<file path="config.mk">
export PLATFORM = sky130hd
export DESIGN_NAME = simon64_128_ctrl
export DESIGN_NICKNAME = d
export VERILOG_FILES = /design/src/rtl/simon_pkg.sv /design/src/rtl/simon_key_sched.sv /design/src/rtl/simon64_128_ctrl.sv
export SDC_FILE = /design/constraint.sdc
export NUM_CORES = 1
export LEC_CHECK = 0
export CELL_PAD_IN_SITES_DETAIL_PLACEMENT = 0
export CELL_PAD_IN_SITES_GLOBAL_PLACEMENT = 1
export CORE_MARGIN = 4
export CORE_UTILIZATION = 33
export CTS_CLUSTER_DIAMETER = 150
export DETAILED_ROUTE_END_ITERATION = 8
export PLACE_DENSITY = 0.77
export SLEW_MARGIN = 40
export SYNTH_ARGS = -nofsm -noshare
export SYNTH_HDL_FRONTEND = slang
export SYNTH_SLANG_ARGS = --single-unit
</file>
<file path="constraint.sdc">
create_clock -name clk -period 2.2 [get_ports clk]
set_input_delay 0.44 -clock clk [delete_from_list [all_inputs] [get_ports clk]]
set_output_delay 0.44 -clock clk [all_outputs]
set_load 0.005 [all_outputs]
</file>
<file path="src/rtl/simon_pkg.sv">
// Shared definitions for the Simon 64/128 controller: word and key sizes,
// the z3 round-constant sequence, the key-schedule constant, the controller
// state type and 32-bit rotate helpers.
package simon_pkg;

  localparam int unsigned WORD_W    = 32;
  localparam int unsigned KEY_WORDS = 4;

  // z3 sequence; character i counted from the left is bit [61-i]
  localparam logic [61:0] Z3 =
    62'b11011011101011000110010111100000010010001010011100110100001111;

  // ~k ^ 3 folded into a single XOR constant
  localparam logic [WORD_W-1:0] KS_C = 32'hFFFF_FFFC;

  typedef logic [WORD_W-1:0] word_t;

  typedef enum logic [1:0] {
    IDLE,
    RUN,
    DONE
  } state_t;

  function automatic word_t rol(input word_t w, input int unsigned n);
    return (w << n) | (w >> (WORD_W - n));
  endfunction

  function automatic word_t ror(input word_t w, input int unsigned n);
    return (w >> n) | (w << (WORD_W - n));
  endfunction

  // Round constant for round i, taking characters left to right
  function automatic logic z_bit(input logic [61:0] z, input logic [5:0] i);
    return z[6'd61 - i];
  endfunction

endpackage

</file>
<file path="src/rtl/simon_key_sched.sv">
// On-the-fly Simon 64/128 key schedule: a four-word key shift register that
// produces one new key word per round.
// Ports:
//   clk, rstn  clock, synchronous active-low reset
//   load       capture key into k0..k3 (k0 = key[31:0])
//   step       advance the schedule by one round
//   round      round index selecting the z3 constant bit
//   key        128-bit key {k3,k2,k1,k0}
//   k0         round key for the current round
module simon_key_sched
  import simon_pkg::*;
#(
  parameter logic [61:0] ZSEQ = Z3
) (
  input  logic                          clk,
  input  logic                          rstn,
  input  logic                          load,
  input  logic                          step,
  input  logic [5:0]                    round,
  input  logic [KEY_WORDS*WORD_W-1:0]   key,
  output word_t                         k0
);

  word_t k0_q, k1_q, k2_q, k3_q;
  word_t t, t2, knew;

  always_comb begin
    t    = ror(k3_q, 3) ^ k1_q;
    t2   = t ^ ror(t, 1);
    knew = k0_q ^ KS_C ^ t2 ^ {31'b0, z_bit(ZSEQ, round)};
  end

  always_ff @(posedge clk) begin
    if (!rstn) begin
      k0_q <= '0;
      k1_q <= '0;
      k2_q <= '0;
      k3_q <= '0;
    end else if (load) begin
      {k3_q, k2_q, k1_q, k0_q} <= key;
    end else if (step) begin
      k0_q <= k1_q;
      k1_q <= k2_q;
      k2_q <= k3_q;
      k3_q <= knew;
    end
  end

  assign k0 = k0_q;

endmodule

</file>
<file path="src/rtl/simon64_128_ctrl.sv">
// Iterative Simon 64/128 encryption controller: accepts a plaintext/key
// request, runs one round per clock for ROUNDS rounds, then holds the
// ciphertext until the consumer takes it.
// Ports:
//   clk, rstn  clock, synchronous active-low reset
//   in_valid   request valid (pt/key sampled only on accept)
//   in_ready   controller idle and able to accept
//   key        128-bit key {k3,k2,k1,k0}
//   pt         plaintext {x,y}
//   out_valid  ct holds a finished ciphertext
//   out_ready  consumer accepts ct
//   ct         ciphertext {x,y}
//   busy       request in progress (RUN or DONE)
module simon64_128_ctrl
  import simon_pkg::*;
#(
  parameter int unsigned ROUNDS = 44,
  parameter logic [61:0] ZSEQ   = Z3
) (
  input  logic         clk,
  input  logic         rstn,
  input  logic         in_valid,
  output logic         in_ready,
  input  logic [127:0] key,
  input  logic [63:0]  pt,
  output logic         out_valid,
  input  logic         out_ready,
  output logic [63:0]  ct,
  output logic         busy
);

  state_t     state, state_nxt;
  logic [5:0] rnd;
  word_t      x, y, k0, x_nxt;
  logic       accept, run, last_round;

  assign in_ready   = (state == IDLE) && rstn;
  assign accept     = in_valid && in_ready;
  assign run        = (state == RUN);
  assign last_round = (rnd == 6'(ROUNDS - 1));

  always_ff @(posedge clk) begin
    if (!rstn) state <= IDLE;
    else       state <= state_nxt;
  end

  always_comb begin
    state_nxt = state;
    case (state)
      IDLE:    if (accept)     state_nxt = RUN;
      RUN:     if (last_round) state_nxt = DONE;
      DONE:    if (out_ready)  state_nxt = IDLE;
      default: state_nxt = IDLE;
    endcase
  end

  // Simon round: f(x) = (x<<<1 & x<<<8) ^ x<<<2
  always_comb begin
    x_nxt = (rol(x, 1) & rol(x, 8)) ^ rol(x, 2) ^ y ^ k0;
  end

  always_ff @(posedge clk) begin
    if (!rstn) begin
      x   <= '0;
      y   <= '0;
      rnd <= '0;
    end else if (accept) begin
      x   <= pt[63:32];
      y   <= pt[31:0];
      rnd <= '0;
    end else if (run) begin
      x   <= x_nxt;
      y   <= x;
      rnd <= rnd + 6'd1;
    end
  end

  simon_key_sched #(
    .ZSEQ(ZSEQ)
  ) u_key_sched (
    .clk   (clk),
    .rstn  (rstn),
    .load  (accept),
    .step  (run),
    .round (rnd),
    .key   (key),
    .k0    (k0)
  );

  assign out_valid = (state == DONE);
  assign busy      = (state != IDLE);
  assign ct        = {x, y};

endmodule

</file>
==> results of run 1 <==
## sequential cells by signal, summed over array words and instances, names as in the netlist
| signal | flops |
|---|---|
| u_key_sched.k0 | 32 |
| u_key_sched.k1_q | 32 |
| u_key_sched.k2_q | 32 |
| u_key_sched.k3_q | 32 |
| x | 32 |
| y | 32 |
| rnd | 6 |
| state | 2 |
## how the worst max path moves through the flow
| stage | slack [ps] | endpoint | start | cells past startpoint |
|---|---|---|---|---|
| after global routing | 20 | in_ready | state[1] | 3 |
| final | 80 | in_ready | state[1] | 3 |
| after global placement | 90 | u_key_sched.k3_q[0] | rnd[1] | 5 |
| after detailed placement | 70 | u_key_sched.k3_q[0] | rnd[1] | 5 |
| after floorplan | 70 | u_key_sched.k3_q[0] | rnd[0] | 6 |
| after CTS | 10 | in_ready | state[0] | 3 |
## timing repair
item,4_1_cts,5_1_grt
pin swaps,0,0
cloned,0,0
resized for setup,1,4
setup buffers,0,0
setup endpoints to repair,1,2
## final cells by class
class | count | share of cell area, %
multi-input cells | 988 | 43.8
clock buffers | 18 | 2.94
flip-flops and latches | 200 | 27.5
inverters | 4 | 0.103
clock inverters | 14 | 1.22
well taps | 435 | 3.73
repair buffers | 296 | 20.7
diodes | 3 | 0.0515
## worst max-delay path, cell delays in order (launching register included)
cell	delay [ps]
dfxtp_1	390
nor2_2	190
and2_4	180
clkdlybuf4s50_1	510
## metal layers
| layer | vias up | track usage (%) | routed length (um) |
|---|---|---|---|
| met2 | 265 | 30.2 | 15700 |
| met5 | - | 0 | 118 |
| met1 | 4563 | 27.6 | 17200 |
| li1 | 4865 | - | - |
| met4 | 14 | 3.45 | 374 |
| met3 | 28 | 5.24 | 2440 |
## stage by stage
step                      power, mW  cell area, um2  cells  utilization, %
after CTS                      10.4           14600   1955            45.7
after global routing           10.8           14600   1956            45.7
final                          10.3           14600   1958            45.7
after floorplan                5.96           10800   1294               -
after detailed placement       7.07           14000   1923            43.8
after global placement         7.03           14000   1923            43.8
## power by group
part	leakage [nW]	switching [mW]	internal (mW)
Combinational	3.57	1.15	1.49
Sequential	1.64	0.422	3.91
Clock	0.291	1.63	1.64
Total	5.51	3.20	7.05
## synthesized netlist by cell type, types with 3 or more instances
cell type  instances
inv_1              4
o211a_1           65
buf_2             21
xnor2_1          164
dfxtp_1          200
nand2_1          233
a211oi_1          63
xor2_1            36
nor2_1            72
buf_1              5
a21boi_1          64
nand3_1           67
buf_4              3
ha_1               9
nor2b_1           65
a22oi_1           64
clkbuf_1          73
a21oi_1           67
## cell families (layout without fill, tap and decap cells)
group / count (synthesis) / in the layout / share of synthesized area (%)
xor gates and xnor gates: 201 / 201 / 16.4
buffers and inverters: 106 / 332 / 4.03
DFF: 200 / 200 / 37.1
and+or+nand+nor: 446 / 446 / 18.1
muxes: 5 / 5 / 0.707
AOI/OAI and AO/OA: 327 / 327 / 22.7
adders and majority gates: 9 / 9 / 1.04
other: 0 / 3 / 0
==> flow_summary_export.csv, run 1 <==
group,metric,value,unit
outcome,status,"finished, final reports clean",
clocking,hold_buffers,0,
timing,fin_tns_setup,0,ps
floorplan,dieArea,35700,um2
finish,multi_input_area,6380,um2
placed_design,place_ws,70.4,ps
critical_path,cp-end-kind,"output pin",
logic_synthesis,syn_inst,1294,
logic_synthesis,yosysUniqueCellTypes,32,
clocking,numCtsBuffers,17,
min_path,whs_path_depth,2,
critical_path,crit_path_start_kind,"register",
global_route,first_global_vias,9377,
detailed_routing,wl_per_cell,18.3,um
clocking,cts_max_path_buffers,2,
timing,layout_setup_ws,76.8,ps
critical_path,worstPathArrival,1680,ps
pwr,p_leak,5.51,nW
placed_design,portBuffers,262,
timing,slew_viol_final,0,
logic_synthesis,synth_top_area_share,37.1,%
global_route,grt_max_degree,157,
min_path,min_from,"u_key_sched.k2_q[4]",
detailed_routing,drt_iter0_drc,618,
timing,setup_viol_count_final,0,
timing,holdWs,454,ps
timing,hold_viol_final,0,
clocking,numClockSinks,200,
pwr,powerDensity,703,nW/um2
critical_path,reg2reg_to,"u_key_sched.k3_q[0]",
global_route,grt_pass1_wl,55.2,mm
critical_path,worstPathRequired,1760,ps
timing,fin_crit_sh,96.5,%
timing,period_minus_slack,2120,ps
logic_synthesis,synth_flop_cell,"dfxtp_1",
timing,rsz0062_at_grt,"no",
pwr,ir_drop,0.495,mV
floorplan,initial_core_util,33.9,%
logic_synthesis,synthTopCellsByArea,"dfxtp_1 (37%), xnor2_1 (13%), nand2_1 (8.1%), o211a_1 (6.0%), a21boi_1 (4.5%)",
finish,seqCellArea,4010,um2
detailed_routing,drtAntennaViolNets,0,
detailed_routing,first_pass_iters,5,
detailed_routing,wirelength,35.8,mm
finish,area_delta_synth_final,35.1,%
timing,finClkSkew,19.0,ps
placed_design,dp_hpwl,26.2,mm
timing,fmax,471,MHz
logic_synthesis,synthesis.nets,1499,
flow_run,max_cap_violations,0,
critical_path,r2r_slack,140,ps
detailed_routing,drc,0,
global_route,antenna_found_initial,10,
finish,fillers,3214,
logic_synthesis,yosys.area.top_type,"dfxtp_1",
timing,worst_pin_slew,761,ps
finish,final_common_cell,"clkdlybuf4s50_1",
logic_synthesis,synth_seq_cells,200,
floorplan,core-area,31900,um2
critical_path,crit_type,"reg2out",
critical_path,rr_worst_depth,5,
global_route,grt_usage,19.5,%
placed_design,place.gp.congestion,0.825,
clocking,path_clk_slew,70,ps
clocking,cts_root_buf,"clkbuf_16",
finish,final_nets,1712,
min_path,worstHoldPathType,"reg2reg",
floorplan,io_pins,263,
floorplan,rows,65,
logic_synthesis,ys_seq_area_share,37.1,%
detailed_routing,num_vias,9735,
critical_path,worstReg2RegStart,"rnd[1]",
clocking,cts_tree,"built",
detailed_routing,via_per_inst,4.97,
timing,maxSlewHeadroom,49.3,%
global_route,overflow,0,
floorplan,die_y,189,um
logic_synthesis,synth_warnings,0,
logic_synthesis,async_flop_share,0,%
finish,final_cell_mix,"clkdlybuf4s50_1 (261), nand2_1 (232), dfxtp_1 (198), xnor2_1 (164), nor2_1 (71)",
logic_synthesis,avgSynthCellArea,8.34,um2
clocking,htree_num_levels,4,
clocking,insertion_delay,440,ps
min_path,min_to,"u_key_sched.k2_q[4]",
logic_synthesis,synth_edf_count,0,
finish,drive_gt1_share,5.26,%
logic_synthesis,synth.cell_area,10800,um2
floorplan,die_width,189,um
critical_path,crit_fanout,6,
(Power assumes the default switching activity.)
==> run 2: changes to the inputs <==
Settings changed: GPL_TIMING_DRIVEN set to 0.
==> run 2 against run 1 <==
Against the previous run: die area did not move; combinational power increased by 3%; non-clock buffer count grew 67; cell area grew 0.12%; sequential share of layout area is essentially flat; global-route usage up 2.9 points; critical endpoint is now out_valid.
==> flow_summary_export.csv, run 2 (same netlist as run 1, synthesis figures left out) <==
group,metric,value,unit
outcome,status,"finished, final reports clean",
finish,area_delta_synth_final,35.2,%
detailed_routing,met2_length,19.0,mm
detailed_routing,drc,0,
placed_design,dp_hpwl,32.8,mm
finish,instances_no_fill,2023,
timing,hold_viol_final,0,
floorplan,rows,65,
detailed_routing,wirelength,41.3,mm
pwr,ir_drop,0.522,mV
detailed_routing,wl_met3,2.44,mm
clocking,cts_tree,"built",
finish,drive_gt1_share,4.66,%
critical_path,cp-end-kind,"output pin",
detailed_routing,drt_iter0_drc,771,
detailed_routing,first_pass_iters,6,
floorplan,initial_core_util,33.9,%
pwr,p_leak,5.50,nW
clocking,numClockSinks,200,
clocking,insertion_delay,440,ps
global_route,grt_max_degree,20,
finish,final_nets,1779,
timing,fmax,467,MHz
critical_path,crit_type,"reg2out",
detailed_routing,wl_per_cell,20.4,um
critical_path,crit_fanout,6,
global_route,overflow,0,
floorplan,io_pins,263,
global_route,grt_usage,22.4,%
global_route,grt_pass1_wl,61.6,mm
clocking,numCtsBuffers,17,
timing,worst_pin_slew,673,ps
timing,slew_viol_final,0,
clocking,cts_max_path_buffers,2,
floorplan,die_y,189,um
clocking,postCtsSetupBuffers,0,
critical_path,worstPathCellList,"nor2b_1 > clkdlybuf4s50_1",
timing,fin_crit_sh,97.3,%
timing,maxSlewHeadroom,55.1,%
clocking,cts_root_buf,"clkbuf_16",
timing,layout_setup_ws,59.7,ps
placed_design,place.gp.congestion,0.845,
finish,final_cell_mix,"clkdlybuf4s50_1 (261), nand2_1 (233), dfxtp_1 (198), xnor2_1 (163), nor2_1 (71)",
placed_design,place_ws,-163,ps
critical_path,path_buf_inv,1,
floorplan,die_width,189,um
timing,finClkSkew,11.1,ps
finish,seqCellArea,4010,um2
min_path,worstHoldPathType,"reg2reg",
detailed_routing,wl_met1,19.3,mm
placed_design,placed_cells,1990,
timing,holdWs,455,ps
critical_path,crit_path_start_kind,"register",
detailed_routing,via_per_inst,5.09,
detailed_routing,drtAntennaViolNets,0,
critical_path,worstPathArrival,1700,ps
timing,period_minus_slack,2140,ps
critical_path,max_stage_delay,550,ps
clocking,path_clk_slew,70,ps
floorplan,core-area,31900,um2
critical_path,crit_family,"buffers and inverters",
pwr,powerDensity,705,nW/um2
finish,final_common_cell,"clkdlybuf4s50_1",
clocking,htree_num_levels,4,
critical_path,worstPathRequired,1760,ps
detailed_routing,highest_layer,"met4",
detailed_routing,num_vias,10302,
global_route,antenna_found_initial,1,
global_route,first_global_vias,10173,
finish,multi_input_area,6390,um2
critical_path,cpMaxStageDelayCell,"clkdlybuf4s50_1",
placed_design,portBuffers,261,
floorplan,dieArea,35700,um2
pwr,power.total,10.3,mW
finish,fillers,3220,
flow_run,max_cap_violations,0,
timing,setup_viol_count_final,0,
[run 2: changes by cell type in the layout (fill, tap and decap cells not counted), moves of 4 or more]
| cell | previous run | this run |
|---|---|---|
| buf_4 | 23 | 3 |
| clkbuf_1 | 1 | 66 |
| buf_12 | 11 | 0 |
| clkbuf_2 | 0 | 9 |
| buf_2 | 0 | 20 |
| buf_1 | 0 | 4 |
[run 2: final cells by class]
class                   count  share of cell area, %
clock buffers              18                   2.94
clock inverters            14                   1.08
flip-flops and latches    200                   27.5
repair buffers            261                   17.9
diodes                      1                 0.0171
inverters                   4                  0.103
multi-input cells         988                   43.8
plain buffers             102                   3.00
well taps                 435                   3.73
[run 2: per-stage QoR]
step | setup TNS, ps | cell area [um2] | util [%]
floorplan | 0 | 10800 | -
detailed placement | -9720 | 14000 | 43.8
finish | 0 | 14600 | 45.8
global placement | -9920 | 14000 | 43.8
global route | -0.169 | 14600 | 45.8
CTS | 0 | 14500 | 45.6
[run 2: repair_timing]
action	4_1_cts	5_1_grt
hold buffers	0	0
gates cloned	0	0
gates resized for setup	5	21
pin swaps	0	1
setup endpoints to repair	11	47
[run 2: worst register-to-register path: stages (launching register included)]
cell     delay [ps]
dfxtp_4         380
ha_1            290
buf_6           130
mux4_2          490
mux4_2          500
xnor2_2         150
a21oi_1         140
[run 2: per-layer routing]
metal	GRT usage [%]	vias to the layer above
met5	0	-
met4	5.04	0
met3	3.39	32
met2	36.7	357
met1	31.4	4907
li1	-	5006
[run 2: path summary, 6_finish.rpt]
kind                  startpoint                   to  slack [ps]  cells after the start
max                     state[1]            out_valid          60                      2
min          u_key_sched.k2_q[4]  u_key_sched.k2_q[4]         450                      2
max reg2reg               rnd[1]  u_key_sched.k3_q[0]          70                      6
min reg2reg  u_key_sched.k2_q[4]  u_key_sched.k2_q[4]         450                      2
[run 2: report_power, final]
part	internal, mW	switching [mW]	total [mW]
combinational	1.47	1.25	2.72
clock	1.62	1.60	3.22
sequential	3.91	0.442	4.35
==> run 3: changes to the inputs <==
Settings changed: CORE_UTILIZATION 33 to 25, CTS_CLUSTER_DIAMETER 150 to unset, GPL_ROUTABILITY_DRIVEN set to 0, PLACE_DENSITY 0.77 to 0.62.
==> run 3 against run 2 <==
Against the previous run: first-iteration DRC count is 13% lower; worst setup slack better by 38 ps; die area is 31% higher.
==> flow_summary_export.csv, run 3 (same netlist as run 1, synthesis figures left out) <==
group,metric,value,unit
detailed_routing,drc,0,
clocking,cts_root_buf,"clkbuf_16",
global_route,antenna_found_initial,0,
clocking,path_clk_slew,80,ps
global_route,grt_max_degree,20,
finish,drive_gt1_share,5.03,%
critical_path,reg2reg_to,"u_key_sched.k3_q[0]",
critical_path,crit_family,"buffers and inverters",
floorplan,die_y,216,um
finish,final_cell_mix,"clkdlybuf4s50_1 (260), nand2_1 (233), dfxtp_1 (197), xnor2_1 (164), nor2_1 (72)",
detailed_routing,num_vias,10241,
clocking,numClockSinks,200,
timing,hold_viol_final,0,
finish,seqCellArea,4010,um2
placed_design,portBuffers,261,
timing,finClkSkew,15.0,ps
critical_path,worstPathArrival,1660,ps
timing,setup_viol_count_final,0,
critical_path,r2r_slack,100,ps
clocking,cts_tree,"built",
critical_path,worstPathCellList,"nor2b_1 > clkdlybuf4s50_1",
critical_path,crit_start,"state[1]",
timing,maxSlewHeadroom,50.2,%
min_path,min_from,"u_key_sched.k2_q[2]",
critical_path,crit_path_start_kind,"register",
critical_path,max_stage_delay,540,ps
global_route,grt_usage,19.3,%
placed_design,place_ws,-265,ps
detailed_routing,drtAntennaViolNets,0,
timing,rsz0062_at_grt,"yes",
floorplan,initial_core_util,25.5,%
min_path,whs_path_depth,2,
critical_path,worstPathRequired,1760,ps
finish,final_nets,1782,
pwr,p_leak,5.54,nW
min_path,worstHoldPathType,"reg2reg",
min_path,min_to,"u_key_sched.k2_q[2]",
global_route,first_global_vias,10505,
detailed_routing,first_pass_iters,5,
critical_path,crit_type,"reg2out",
clocking,hold_buffers,0,
floorplan,die_width,216,um
finish,area_delta_synth_final,37.2,%
detailed_routing,wirelength,45.9,mm
floorplan,core-area,42300,um2
floorplan,dieArea,46600,um2
finish,final_area,14800,um2
detailed_routing,wl_per_cell,21.2,um
global_route,grt_pass1_wl,67.8,mm
finish,fillers,4449,
finish,postLayoutCoreUtil,35.0,%
clocking,insertion_delay,460,ps
timing,holdWs,454,ps
floorplan,io_pins,263,
timing,fin_crit_sh,95.6,%
flow_run,max_cap_violations,0,
timing,layout_setup_ws,97.8,ps
timing,fmax,476,MHz
timing,slew_viol_final,0,
floorplan,rows,75,
detailed_routing,drt_iter0_drc,668,
critical_path,crit_fanout,6,
finish,final_common_cell,"clkdlybuf4s50_1",
placed_design,placed_cell_area,14100,um2
timing,period_minus_slack,2100,ps
critical_path,cpMaxStageDelayCell,"clkdlybuf4s50_1",
clocking,htree_num_levels,4,
critical_path,path_buf_inv,1,
timing,worst_pin_slew,747,ps
outcome,status,"finished, final reports clean",
detailed_routing,via_per_inst,4.73,
global_route,overflow,0,
clocking,cts_max_path_buffers,2,
finish,antenna_cells,0,
pwr,ir_drop,0.562,mV
finish,multi_input_area,6380,um2
critical_path,worstReg2RegStart,"rnd[1]",
critical_path,cp-end-kind,"output pin",
pwr,powerDensity,705,nW/um2
critical_path,rr_worst_depth,6,
pwr,power.total,10.4,mW
clocking,numCtsBuffers,17,
placed_design,dp_hpwl,36.9,mm
[run 3: worst max-delay path by stage]
stage | end | slack [ps] | cells after the start
detailed placement | u_key_sched.k2_q[30] | -260 | 7
finish | out_valid | 100 | 2
floorplan | u_key_sched.k3_q[0] | 70 | 6
global placement | u_key_sched.k1_q[30] | -270 | 6
CTS | u_key_sched.k3_q[0] | 2 | 6
global route | out_valid | -8 | 2
[run 3: metrics by stage]
stage                     instances  TNS (ps)
after global placement         2132    -18870
after floorplan                1294         0
final                          2167         0
after CTS                      2164         0
after global routing           2167     -7.72
after detailed placement       2132    -22190
[run 3: where the power goes]
part	total, mW	internal, mW	switching, mW	leakage (nW)
clock	3.33	1.66	1.67	0.294
combinational	2.76	1.47	1.29	3.60
sequential	4.36	3.91	0.447	1.65
[run 3: routing by layer]
metal  routed length [um]  GRT usage [%]
met4                  378           2.96
met1                21800           26.6
met5                    0              0
met2                21500           32.0
met3                 2180           3.61
[run 3: tightest hold or removal path: stages (launching register included)]
cell	delay, ps
dfxtp_1	310
nand2_1	50
a21boi_1	50
[run 3: cell type report]
cell class,instances,share of cell area (%)
multi-input combinational,988,43.1
sequential,200,27.1
timing repair buffer,264,17.8
tap,577,4.87
buffer,102,3.02
clock buffer,19,2.99
clock inverter,13,1.06
inverter,4,0.101
[run 3: timing repair]
item | in CTS | in global routing
setup endpoints to repair | 12 | 74
setup buffers | 0 | 3
resized for setup | 5 | 32
